[src/rtl/octal_step_counter.sv]
// octal_step_counter: 3-bit up/down step counter driven by two debounced
// push-buttons and an optional free-running auto-increment (RUN/PRESCALE).
// Build option: define OCTAL_STEP_WRAP_EN for modulo-8 wrap-around; when it is
// left undefined the count saturates at 0 and 7.
module octal_step_counter #(
  parameter int unsigned DEBOUNCE_CYCLES = 16,
  parameter int unsigned PRESCALE        = 8
) (
  input  logic       CLK,
  input  logic       RST_N,
  input  logic       UP_BTN,
  input  logic       DN_BTN,
  input  logic       RUN,
  output logic [2:0] ABC,
  output logic       STEP
);

  localparam int unsigned DBW = 10;
  localparam int unsigned PSW = 16;
  localparam logic [DBW-1:0] DB_LAST = DBW'(DEBOUNCE_CYCLES - 1);
  localparam logic [PSW-1:0] PS_LAST = PSW'(PRESCALE - 1);

  // Bit 0 carries the UP button, bit 1 the DN button.
  logic [1:0]          w_btn;
  logic [1:0]          r_meta;
  logic [1:0]          r_sync;
  logic [1:0]          r_level;
  logic [1:0]          r_evt;
  logic [1:0][DBW-1:0] r_db_cnt;
  logic [PSW-1:0]      r_ps_cnt;
  logic                w_tick;
  logic                w_inc;
  logic                w_dec;
  logic [2:0]          w_next;

  assign w_btn = {DN_BTN, UP_BTN};

  // Two-flop synchronizer for the raw, asynchronous button inputs.
  always_ff @(posedge CLK or negedge RST_N) begin
    if (!RST_N) begin
      r_meta <= '0;
      r_sync <= '0;
    end else begin
      r_meta <= w_btn;
      r_sync <= r_meta;
    end
  end

  // Debounce: flip the level after DEBOUNCE_CYCLES consecutive differing
  // samples; a rising flip emits a one-cycle press event in the next cycle.
  always_ff @(posedge CLK or negedge RST_N) begin
    if (!RST_N) begin
      r_level  <= '0;
      r_evt    <= '0;
      r_db_cnt <= '0;
    end else begin
      for (int i = 0; i < 2; i++) begin
        r_evt[i] <= 1'b0;
        if (r_sync[i] != r_level[i]) begin
          if (r_db_cnt[i] == DB_LAST) begin
            r_level[i]  <= r_sync[i];
            r_evt[i]    <= r_sync[i];
            r_db_cnt[i] <= '0;
          end else begin
            r_db_cnt[i] <= r_db_cnt[i] + DBW'(1);
          end
        end else begin
          r_db_cnt[i] <= '0;
        end
      end
    end
  end

  assign w_tick = RUN && (r_ps_cnt == PS_LAST);

  // Auto-run prescaler; dropping RUN restarts the period from zero.
  always_ff @(posedge CLK or negedge RST_N) begin
    if (!RST_N) begin
      r_ps_cnt <= '0;
    end else if (!RUN || w_tick) begin
      r_ps_cnt <= '0;
    end else begin
      r_ps_cnt <= r_ps_cnt + PSW'(1);
    end
  end

  // Arbitrate: both buttons cancel each other, a button beats the tick.
  always_comb begin
    w_inc = 1'b0;
    w_dec = 1'b0;
    unique case (r_evt)
      2'b01:   w_inc = 1'b1;
      2'b10:   w_dec = 1'b1;
      2'b00:   w_inc = w_tick;
      default: ;
    endcase
  end

  // Next count value, wrapping or saturating at the ends.
  always_comb begin
    w_next = ABC;
`ifdef OCTAL_STEP_WRAP_EN
    if (w_inc) begin
      w_next = ABC + 3'd1;
    end else if (w_dec) begin
      w_next = ABC - 3'd1;
    end
`else
    if (w_inc && (ABC != 3'd7)) begin
      w_next = ABC + 3'd1;
    end else if (w_dec && (ABC != 3'd0)) begin
      w_next = ABC - 3'd1;
    end
`endif
  end

  // Output register; STEP marks the first cycle of a new value only.
  always_ff @(posedge CLK or negedge RST_N) begin
    if (!RST_N) begin
      ABC  <= 3'd0;
      STEP <= 1'b0;
    end else begin
      ABC  <= w_next;
      STEP <= (w_next != ABC);
    end
  end

endmodule

[config.mk]
export PLATFORM = sky130hd
export DESIGN_NAME = octal_step_counter
export DESIGN_NICKNAME = d
export VERILOG_FILES = /design/src/rtl/octal_step_counter.sv
export SDC_FILE = /design/constraint.sdc
export NUM_CORES = 1
export LEC_CHECK = 0
export ABC_AREA = 1
export CAP_MARGIN = 20
export CORE_MARGIN = 3
export CORE_UTILIZATION = 60
export CTS_BUF_LIST = sky130_fd_sc_hd__clkbuf_4 sky130_fd_sc_hd__clkbuf_8
export DETAILED_ROUTE_END_ITERATION = 10
export DONT_BUFFER_PORTS = 1
export PLACE_DENSITY = 0.77
export SLEW_MARGIN = 20
export SYNTH_ARGS = -nofsm -noshare
export SYNTH_HDL_FRONTEND = slang
export SYNTH_SLANG_ARGS = --single-unit
[constraint.sdc]
create_clock -name CLK -period 1.8 [get_ports CLK]
set_clock_uncertainty 0.05 [all_clocks]
set_input_delay 0.18 -clock CLK [delete_from_list [all_inputs] [get_ports CLK]]
set_output_delay 0.18 -clock CLK [all_outputs]
set_load 0.05 [all_outputs]
=== Word-level counts from Yosys, hierarchy flattened ===
Index checks and enable logic that the tools add are counted.

* Output and inout port bits: 4
* Register bits: 48
* Logic and storage cells: 46

* Equal/unequal tests: 9
* Add/sub/neg operators: 5
* Mux-type cells: 13
* Reductions and logical operators: 9

{| class="wikitable"
|+ Operators by type and width
! operator !! number
|-
| $mux W10 || 4
|-
| $add A10 B1 Y10 const B || 2
|-
| $eq A10 B4 Y1 const B || 2
|-
| $add A16 B1 Y16 const B || 1
|-
| $eq A16 B3 Y1 const B || 1
|-
| $mux W16 || 1
|-
| $mux W3 || 2
|-
| $mux W1 || 5
|-
| $reduce_and A2 Y1 || 2
|-
| $add A3 B1 Y3 const B || 1
|-
| $logic_and A1 B1 Y1 || 3
|-
| $ne A3 B3 Y1 || 1
|-
| $ne A3 B3 Y1 const B || 1
|-
| $reduce_bool A3 Y1 || 1
|-
| $sub A3 B1 Y3 const B || 1
|-
| $eq A2 B1 Y1 const B || 1
|-
| $eq A2 B2 Y1 const B || 1
|-
| $logic_not A2 Y1 || 1
|-
| $ne A1 B1 Y1 || 2
|-
| $pmux W1 S2 || 1
|-
| $logic_not A1 Y1 || 1
|-
| $logic_or A1 B1 Y1 || 1
|}

=== Logic depth before layout (Yosys ltp) ===
* Word-level depth: 6
* Gate-level depth with buffers: 10

=== Least setup slack after synthesis ===
OpenSTA, ideal clock, no wires.

* Path kind: register -> register
* Start point: register ABC[0]
* End point: register ABC[2]
* Arrival: 1.529 ns
* Period minus slack after synthesis: 1.696 ns
* Cell stages (with the launch flop): 10
* Setup slack: 0.104 ns
* Buffers on the path: 0
* Library setup time: 0.116 ns
* Data required time: 1.634 ns
* Cell sequence: dfrtp_1 > inv_1 > ha_1 > inv_1 > o21ai_1 > inv_1 > o21ai_0 > inv_1 > nand2_1 > nand2_1

* Word-level cells in the longest chain between the ends: 4

{| class="wikitable"
|+ RTL lines
! item !! line !! source
|-
| from (decl) || 14 || <nowiki>output logic [2:0] ABC,</nowiki>
|-
| from (signal assigned) || 123 || <nowiki>ABC <= w_next;</nowiki>
|-
| parallel branches: the longest is 3 deep, another holds $sub A3 B1 Y3 || n/a ||
|-
| $mux W3 (*) || 109 || <nowiki>if (w_inc && (ABC != 3'd7)) begin</nowiki>
|-
| net w_next[2] || 34 || <nowiki>logic [2:0] w_next;</nowiki>
|}

Mark *: on every way through the listed nets, which the timed path passes.
A chain may end at the register's enable or synchronous reset.

=== Worst setup path after layout ===
Same ends and word-level chain as after synthesis.

==> results_dict.tcl <==
set metrics [dict create \
    outcome "finished, final reports clean" \
    area_delta_synth_final_pct 10.7 \
    p_comb_frac 0.061 \
    wl_um 3930 \
    fin_nets 316 \
    rows 22 \
    synth-edff-count 0 \
    synthArstFlopShare 1.00 \
    p_leak_nw 1.26 \
    grt_max_degree 49 \
    clockPowerShare 0.381 \
    setup_violations 0 \
    hp-class "in2reg" \
    initial_core_util 0.637 \
    wl_per_cell_um 11.1 \
    fin_crit_sh 0.891 \
    slew_headroom 0.705 \
    cp-start-kind "register" \
    synth_area_per_cell_um2 8.22 \
    synth.most_common_cell "nand2_1" \
    grt_pass1_vias 1783 \
    path_clk_slew_ns 0.09 \
    p_int_mw 1.56 \
    cts_buffers 5 \
    io_pins 9 \
    insertedDiodeCount 0 \
    cts_root_buf "clkbuf_8" \
    synth_top_flop_cell "dfrtp_1" \
    final_area_um2 2640 \
    dr.pass1.iters 4 \
    power_density_nw_per_um2 763 \
    dp_hpwl_um 2940 \
    cts_buffer_depth 2 \
    yosys.cell_types.count 24 \
    setup_tns_ns 0 \
    seqPwrFrac 0.558 \
    reg2reg_slack_ns 0.20 \
    die-width_um 69.0 \
    core_area_um2 3740 \
    cap_viol_max_count 0 \
    dpl-instance-area_um2 2460 \
    busiest_layer "met2" \
    synthTopCellsByCount "nand2_1 (61), nor2_1 (57), dfrtp_1 (48)" \
    synth_nets 302 \
    worst_slew_pin_slew_ns 0.438 \
    grt_overflow_total 0 \
    final_cells 353 \
    ir_worst_vdd_v 0.000731 \
    dp_cells 340 \
    io_buffers 0 \
    drtIter0Drc 100 \
    cts_tree "yes" \
    grt_setup_unrepaired "false" \
    die_area_um2 4770 \
    syn_area_um2 2380 \
    synth_area_leaders "dfrtp_1 (50%), nand2_1 (9.6%), nor2_1 (9.0%)" \
    grt_first_pass_wirelength_um 7370 \
    netSwitchingPower_uw 451 \
    slew_violations 0 \
    cts_sinks 48 \
    layout-drive-gt1-share 0.0820 \
    yosysWarnings 0 \
    worstRegToRegCells 9 \
    setup_slack_ns 0.196 \
    hold_path_depth 2 \
    dp_slack_ns 0.225 \
    crit_arrival_ns 1.75 \
    p_sw_frac 0.224 \
    hold_viol 0 \
    yosysTopAreaCellShare 0.504 \
    global_route.usage.met3 0.0423 \
    ant_nets 0 \
    clock.fmax_mhz 624 \
    vias 1807 \
    clk_latency_ns 0.29 \
    grt_util_met1 0.232 \
    worstPathMaxFanout 5 \
    viasPerCell 5.12 \
    place_congestion 0.828 \
    path_class "reg2reg" \
    yosysSeqAreaShare 0.504 \
    crit_required_ns 1.94 \
    end_kind "register" \
    htreeDepth 2 \
    grt_usage 0.185 \
    period_minus_slack_ns 1.60 \
    use_met2 0.317 \
    fp.dieH_um 69.0 \
    syn_inst 290 \
    ys_ff_latch 48 \
    yosysTopAreaCell "dfrtp_1" \
    route.detailed.drc 0 \
    antenna_found_initial 0 \
]
[cells in the final DEF, fill, tap and decap left out, types with 2 or more instances in the layout]
cell           instances
nand2_1               61
nor2_1                57
dfrtp_1               48
inv_1                 30
nand3_1               18
xor2_1                12
nor3_1                 9
o21ai_0                8
a21oi_1                8
nor2_2                 7
ha_1                   7
nand4_1                6
clkbuf_8               5
nor3b_1                4
dlygate4sd3_1          4
nand2_2                3
buf_4                  3
xnor2_1                2
inv_2                  2
clkinv_4               2
[state kept, by name, summed over array words and instances, names as in the netlist]
signal	cells
r_sync	2
STEP	1
ABC	3
r_level	2
r_evt	2
r_ps_cnt	16
r_db_cnt	20
r_meta	2
[path summary, 6_finish.rpt]
path,start,end
setup / recovery,ABC[0],ABC[2]
hold / removal,RUN,r_ps_cnt[15]
setup reg to reg,ABC[0],ABC[2]
hold reg to reg,r_meta[0],r_sync[0]
max in group asynchronous,RST_N,ABC[2]
min in group asynchronous,RST_N,r_ps_cnt[13]
[power by group through the flow]
stage / Clock, mW / Sequential [mW] / Combinational (mW)
after floorplan: 0 / 1.15 / 0.0597
after global placement: 0 / 1.14 / 0.0884
after detailed placement: 0 / 1.14 / 0.0907
after CTS: 0.786 / 1.12 / 0.126
after global routing: 0.846 / 1.13 / 0.143
final: 0.768 / 1.12 / 0.124
[logic make-up after synthesis]
family / Yosys count / share of synthesized area
flip-flops: 48 / 0.504
adder cells (fa/ha/maj): 7 / 0.0367
AO/OA/AOI/OAI: 19 / 0.0420
buffers and inverters: 34 / 0.0567
AND/OR/NAND/NOR: 168 / 0.310
XOR/XNOR: 14 / 0.0514
[cell type report]
type	instances	area (µm²)
flip-flops and latches	48	1200
fillers	297	1100
multi-input cells	208	1050
inverters	33	124
repair buffers	8	90.1
clock buffers	5	68.8
well taps	48	60.1
clock inverters	3	47.5
[worst max-delay path: stages (launching register included)]
cell and delay, ns:
dfrtp_1 0.41, inv_1 0.11, ha_1 0.15, inv_1 0.04, o21ai_1 0.34, inv_1 0.10, o21ai_0 0.15, inv_1 0.05
nand2_1 0.06, nand2_1 0.04
[metal layers]
metal	part of all wire	vias up
met5	0	-
met4	0.013	0
met3	0.020	8
met2	0.49	15
met1	0.48	846
li1	-	938
[through the flow]
| step | utilization | hold slack (ns) | power, mW |
|---|---|---|---|
| 2_1_floorplan | - | -0.166 | 1.21 |
| 6_report | 0.705 | 0.156 | 2.01 |
| 4_1_cts | 0.705 | 0.154 | 2.04 |
| 3_5_place_dp | 0.656 | -0.164 | 1.24 |
| 3_3_place_gp | 0.656 | -0.164 | 1.23 |
| 5_1_grt | 0.705 | 0.166 | 2.12 |
[timing repair]
item / 4_1_cts / 5_1_grt
buffers inserted: 0 / 0
resized for setup: 0 / 0
hold buffers: 5 / 0
hold endpoints to repair: 52 / 0
Power figures use the tool's default switching activity.
